==> src/rtl/codec_intf.sv <==
`timescale 1ns/1ps
// I2S link between the stereo codec and the equalizer core: divides clk into
// MCLK/SCLK/LRCLK, deserializes ADC data into sample pairs, serializes DAC data.
module codec_intf (
  input  logic        clk,
  input  logic        rst,
  output logic        LRCLK,
  output logic        SCLK,
  output logic        MCLK,
  output logic        RSTn,
  input  logic        SDout,
  output logic        SDin,
  input  logic [15:0] lft_out,
  input  logic [15:0] rht_out,
  output logic [15:0] lft_in,
  output logic [15:0] rht_in,
  output logic        valid
);

  logic [9:0]  cnt_q, cnt_d;
  logic        rstn_q, sdin_q, valid_q, lft_seen_q;
  logic [15:0] rx_l_q, rx_r_q, hold_l_q;
  logic [15:0] tx_l_q, tx_r_q;
  logic [15:0] lft_in_q, rht_in_q;

  logic [4:0]  k_q, k_d;
  logic        rx_bit;
  logic [15:0] lft_word_d, rht_word_d, tx_buf;
  logic [3:0]  tx_idx;
  logic        sdin_d;

  assign cnt_d = cnt_q + 10'd1;
  assign k_q   = cnt_q[8:4];
  assign k_d   = cnt_d[8:4];

  // Data sits one slot after the LRCLK edge, so slots 1..16 carry MSB..LSB.
  assign rx_bit     = (cnt_q[3:0] == 4'h7) && (k_q >= 5'd1) && (k_q <= 5'd16);
  assign lft_word_d = {rx_l_q[14:0], SDout};
  assign rht_word_d = {rx_r_q[14:0], SDout};

  // Bit 16-k of the buffer; the 4-bit wrap maps k=16 onto bit 0.
  assign tx_buf = cnt_d[9] ? tx_r_q : tx_l_q;
  assign tx_idx = 4'd0 - k_d[3:0];
  assign sdin_d = (k_d >= 5'd1) && (k_d <= 5'd16) && tx_buf[tx_idx];

  always_ff @(posedge clk or posedge rst) begin
    if (rst) begin
      cnt_q      <= 10'h200;
      rstn_q     <= 1'b0;
      sdin_q     <= 1'b0;
      valid_q    <= 1'b0;
      lft_seen_q <= 1'b0;
      rx_l_q     <= '0;
      rx_r_q     <= '0;
      hold_l_q   <= '0;
      tx_l_q     <= '0;
      tx_r_q     <= '0;
      lft_in_q   <= '0;
      rht_in_q   <= '0;
    end else begin
      cnt_q   <= cnt_d;
      rstn_q  <= 1'b1;
      valid_q <= 1'b0;
      if (rx_bit) begin
        if (cnt_q[9]) rx_r_q <= rht_word_d;
        else          rx_l_q <= lft_word_d;
      end
      if (cnt_q == 10'h107) begin
        hold_l_q   <= lft_word_d;
        lft_seen_q <= 1'b1;
      end
      // A right word without a preceding left word is dropped silently.
      if (cnt_q == 10'h307) begin
        valid_q <= lft_seen_q;
        if (lft_seen_q) begin
          lft_in_q <= hold_l_q;
          rht_in_q <= rht_word_d;
        end
      end
      if (cnt_q == 10'h3FF) begin
        tx_l_q <= lft_out;
        tx_r_q <= rht_out;
      end
      if (cnt_q[3:0] == 4'hF) sdin_q <= sdin_d;
    end
  end

  assign LRCLK  = cnt_q[9];
  assign SCLK   = cnt_q[3];
  assign MCLK   = cnt_q[1];
  assign RSTn   = rstn_q;
  assign SDin   = sdin_q;
  assign valid  = valid_q;
  assign lft_in = lft_in_q;
  assign rht_in = rht_in_q;

endmodule

==> config.mk <==
export PLATFORM = sky130hd
export DESIGN_NAME = codec_intf
export DESIGN_NICKNAME = d
export VERILOG_FILES = /design/src/rtl/codec_intf.sv
export SDC_FILE = /design/constraint.sdc
export NUM_CORES = 1
export LEC_CHECK = 0
export ABC_AREA = 1
export CORE_MARGIN = 4
export CORE_UTILIZATION = 35
export CTS_BUF_LIST = sky130_fd_sc_hd__clkbuf_4
export DETAILED_ROUTE_END_ITERATION = 7
export GPL_TIMING_DRIVEN = 0
export PLACE_DENSITY = 0.67
export SETUP_SLACK_MARGIN = 0.1
export SLEW_MARGIN = 20
export SYNTH_ARGS = -nofsm -noshare
export SYNTH_HDL_FRONTEND = slang
export SYNTH_SLANG_ARGS = --single-unit
==> constraint.sdc <==
create_clock -name clk -period 3.9 [get_ports clk]
set_input_delay 0.78 -clock clk [delete_from_list [all_inputs] [get_ports clk]]
set_output_delay 0.78 -clock clk [all_outputs]
set_load 0.01 [all_outputs]
* Yosys cells after proc, flatten, opt, wreduce, memory -nomap -nowiden *
Cells that the tools add are included.

word-level totals
  output and inout port bits = 38
  bits in registers = 124
  word-level logic and storage cells = 36
  bits of input ports = 35

operators by class
  equal/unequal tests = 5
  reduce and logical (&&, ||, !) cells = 7
  magnitude comparators = 5
  mux-type cells = 4
  add/subtract/negate cells = 2
  bitwise logic cells = 1

operators with widths
  kind                                                                    count
  10-bit == test (second input constant)                                  2
  16-bit 2-to-1 mux                                                       1
  10-bit by 1-bit adder with 10-bit output (second input constant)        1
  10-bit by 9-bit == test with 1-bit output (second input constant)       1
  5-bit by 1-bit >= comparator with 1-bit output (second input constant)  2
  5-bit <= comparator (second input constant)                             2
  2-bit AND reduction                                                     3
  4-bit by 5-bit < comparator with 1-bit output (second input constant)   1
  1-bit binary-select mux with 4-bit select                               1
  4-bit by 3-bit == test with 1-bit output (second input constant)        1
  4-bit == test (second input constant)                                   1
  1-bit logical AND                                                       4
  1-bit by 4-bit subtractor with 4-bit output (first input constant)      1
  1-bit 2-to-1 mux                                                        2
  1-bit NOT                                                               1

* Depth between registers and ports, before layout *
  word-level depth = 5
  mapped depth = 15
  mapped depth without buffers = 15

* Worst setup path before layout *
No wires, ideal clock.

  path kind = reg-to-reg
  start point = register cnt_q[1]
  end point = register sdin_q (netlist: SDin)
  setup slack = 1.896 ns
  data arrival time = 1.887 ns
  required time = 3.783 ns
  stages on the path, launching flop included = 15
  clock period less this slack = 2.004 ns
  library setup time = 0.117 ns
  cell sequence = dfrtp_1 ha_1 nand2_1 inv_1 nand2_1 nand2_1 nand2_4 inv_2 ha_1 inv_1 nand3_1 nand3_1 nand3_1 nand3_1 nand2_1

on the way
  cells in the longest elaborated chain, start to end = 5
  elaborated cells between the ends (all ways) = 10

ends and longest elaborated chain
  item                                         RTL line  RTL
  start: declaration                           20        logic [9:0] cnt_q, cnt_d;
  start signal: assignment                     61        cnt_q <= cnt_d;
  10-bit by 1-bit adder with 10-bit output *   32        assign cnt_d = cnt_q + 10'd1;
  via cnt_d[4]                                 20
  1-bit by 4-bit subtractor with 4-bit output  43        assign tx_idx = 4'd0 - k_d[3:0];
  1-bit binary-select mux with 4-bit select    44        assign sdin_d = (k_d >= 5'd1) && (k_d <= 5'd16) && tx_buf[tx_idx];
  1-bit 2-to-1 mux (not written as such)       44
  1-bit logical AND *                          44
  end signal: assignment                       84        if (cnt_q[3:0] == 4'hF) sdin_q <= sdin_d;
  end: declaration                             21        logic rstn_q, sdin_q, valid_q, lft_seen_q;

The timed path passes the listed nets; every way through them passes the cells marked *. The select of a mux whose other input is x is not followed.
A chain may end at the register's enable or synchronous reset.

* Final worst setup path *
  start point = register cnt_q[9]
  end point = output LRCLK

RTL lines
  item              RTL line  RTL
  end: declaration  7         output logic LRCLK,

No word-level cell between the ends.

==> out/results.ini <==
[global_routing]
track_usage_pct = 13.8
antenna_found_initial = 0
grt_pass1_wl_um = 18600
grt_start_max_net_pins = 34
grt_pass1_vias = 4020
overflow = 0

[critical_path]
arrival_ns = 1.78
worstSetupStartpoint = cnt_q[9]
worstReg2RegEnd = SDin
critical_path.max_stage_delay_ns = 0.64
critPathBufInv = 1
end_kind = output pin
worstPathRequired_ns = 3.12
ff2ff_path_depth = 13
path_cells = clkdlybuf4s50_1
crit_path_start_kind = flop
r2r_start = cnt_q[0]
reg2reg_slack_ns = 1.58
path_max_fanout = 6
crit_slowest_cell = dfstp_2
crit_type = flop to output pin
critPathTopFamily = flip-flops

[logic_synthesis]
ys_warn_count = 0
ys_seq_area_share_pct = 59.2
synthTopCellsByArea = dfrtp_1 59%, nand2_1 11%, o21ai_0 5.1%
yosysTopAreaCell = dfrtp_1
ys_ff_latch = 124
netlist_instances = 555
syn_area_sq_um = 5240
synth_enable_flop_cells = 0
yosysMostFrequentCell = nand2_1
postSynthAreaPerCell_sq_um = 9.45
synth_cell_types = 28
yosys-top-cells-count = 158 x nand2_1, 123 x dfrtp_1, 63 x inv_1
synth-async-reset-ratio_pct = 100
yosysTopAreaCellShare_pct = 58.7
syn_nets = 593
synth-main-ff-cell = dfrtp_1

[sta]
setup_viol = 0
tightestPinTransition_ns = 0.695
fin_crit_ns = 2.56
max_slew_margin_pct = 53.6
drv_slew = 0
rsz0062_at_grt = no
fin_skew_ns = 0.0138
timing.final.hold_violations = 0
fmaxAchievable_mhz = 391
fin_tns_setup_ns = 0
fin_crit_sh_pct = 65.5

[clocking]
clk_pin_slew_ns = 0.11
cts_root_buf = clkbuf_4
post-cts-setup-buffers = 0
cts.sinks = 124
cts-resized-gates = 0
cts_buffer_depth = 2
clk_latency_ns = 0.53
cts_tree = done
cts_buffers = 17
htreeDepth = 4
cts_hold_buf = 0

[power]
combPwrFrac_pct = 4.6
max-vdd-ir-drop_mv = 0.220
p_total_w = 0.00216
net-switching-power_w = 0.000549
intPower_w = 0.00161
switching_share_pct = 25.4
p_leak_nw = 3.05
p_seq_share_pct = 60.7
p_per_area_nw_per_um2 = 333
clkPwrFrac_pct = 34.7

[final_layout]
fillers = 1403
drive_above_1_share_pct = 13.0
nets = 687
final_cells = 846
n_antenna_cell = 0
area_growth_pct = 23.8

[die]
rows = 44
die_area_sq_um = 17000
initial_core_util_pct = 35.9
ioPinCount = 73
core_region_area_sq_um = 14600
die_h_um = 130
die_w_um = 130

[drt]
first_iter_violations = 182
wire_per_inst_um = 12.6
wl_um = 10700
drc = 0
vias = 3888
first_pass_iters = 4
postRouteAntennaNets = 0
post_drt_via_cell_ratio = 4.60

[placement]
routabilityCongestion = 0.848
placed_cells = 814
numPortBuffers = 72
hpwl_um = 8010

[min_path]
hold_class = flop to flop
min_path_cells = 2
min_to = lft_in[5]
holdCritStartpoint = lft_in[5]

[flow_run]
maxCapViolCount = 0

[status]
status = complete, no violations

==> state kept, by name (all words and copies together), names as in the netlist <==
register    flops
valid           1
rx_r_q         15
RSTn            1
lft_seen_q      1
SDin            1
lft_in         16
hold_l_q       16
rht_in         16
cnt_q          10
tx_r_q         16
tx_l_q         16
rx_l_q         15
==> routing by layer <==
metal | routed length (um) | part of all wire (%) | global-route usage, % | up-vias
met5 | 0 | 0 | 0 | -
met4 | 171 | 1.6 | 5.14 | 0
met3 | 692 | 6.5 | 4.72 | 21
met2 | 4950 | 46 | 22.5 | 106
met1 | 4890 | 46 | 17.2 | 1820
li1 | - | - | - | 1941
==> final cells by class <==
type / instances / area [sq um] / area share (%)
multi-input cells: 344 / 1760 / 27.1
clock buffers: 18 / 135 / 2.08
inverters: 65 / 248 / 3.82
flip-flops and latches: 124 / 3100 / 47.8
repair buffers: 75 / 781 / 12.0
well taps: 184 / 230 / 3.55
plain buffers: 22 / 134 / 2.06
clock inverters: 14 / 98.8 / 1.52
==> placed cells by master (no fill, tap or decap) <==
master	count
a21oi_1	16
buf_12	3
buf_2	5
buf_6	6
clkbuf_1	11
clkbuf_4	18
clkdlybuf4s50_1	72
clkinv_1	1
clkinv_2	3
clkinv_4	2
clkinvlp_4	7
conb_1	1
dfrtp_1	123
dfstp_2	1
ha_1	3
inv_1	62
inv_2	2
inv_6	2
mux2_2	17
nand2_1	158
nand2_2	3
nand2_4	5
nand3_1	42
nand3_2	1
nand3_4	2
nor2_1	24
nor2_4	1
nor2_8	1
nor3_1	1
nor3_4	1
nor4_2	1
o21ai_0	53
o21ai_1	5
o21ai_2	5
xnor2_1	2
xor2_1	2
==> kinds of logic after synthesis <==
| logic type | count (synthesis) | share of synthesized area [%] |
|---|---|---|
| other | 1 | 0.0715 |
| buffers and inverters | 87 | 7.21 |
| and+or+nand+nor | 240 | 20.6 |
| AOI/OAI and AO/OA | 79 | 7.90 |
| adders and majority gates | 3 | 0.716 |
| muxes | 17 | 3.65 |
| xor gates and xnor gates | 4 | 0.668 |
| DFF | 124 | 59.2 |
==> power groups by stage <==
stage	logic, W	registers [W]	clock network (W)
6_report	0.0000995	0.00131	0.000750
2_1_floorplan	0.0000442	0.00134	0
4_1_cts	0.000103	0.00131	0.000782
3_3_place_gp	0.0000913	0.00134	0
5_1_grt	0.000113	0.00131	0.000841
3_5_place_dp	0.000102	0.00134	0
==> how the worst max path moves through the flow <==
stage,end,slack [ns],cells past startpoint
2_1_floorplan,RSTn,1.60,1
3_3_place_gp,lft_in[3],0.54,2
3_5_place_dp,SDin,1.60,14
4_1_cts,LRCLK,1.27,1
5_1_grt,LRCLK,1.23,1
6_report,LRCLK,1.34,1
==> per-stage QoR <==
stage               hold slack (ns)  area (sq um)  worst slack [ns]  utilization, %
global route                  0.507          6490              1.23            44.5
floorplan                     0.439          5250              1.60               -
detailed placement            0.457          6260              1.60            42.9
CTS                           0.484          6490              1.27            44.5
global placement              0.453          6200             0.544            42.5
finish                        0.480          6490              1.34            44.5
No activity file was read; power rests on OpenSTA's default activity.
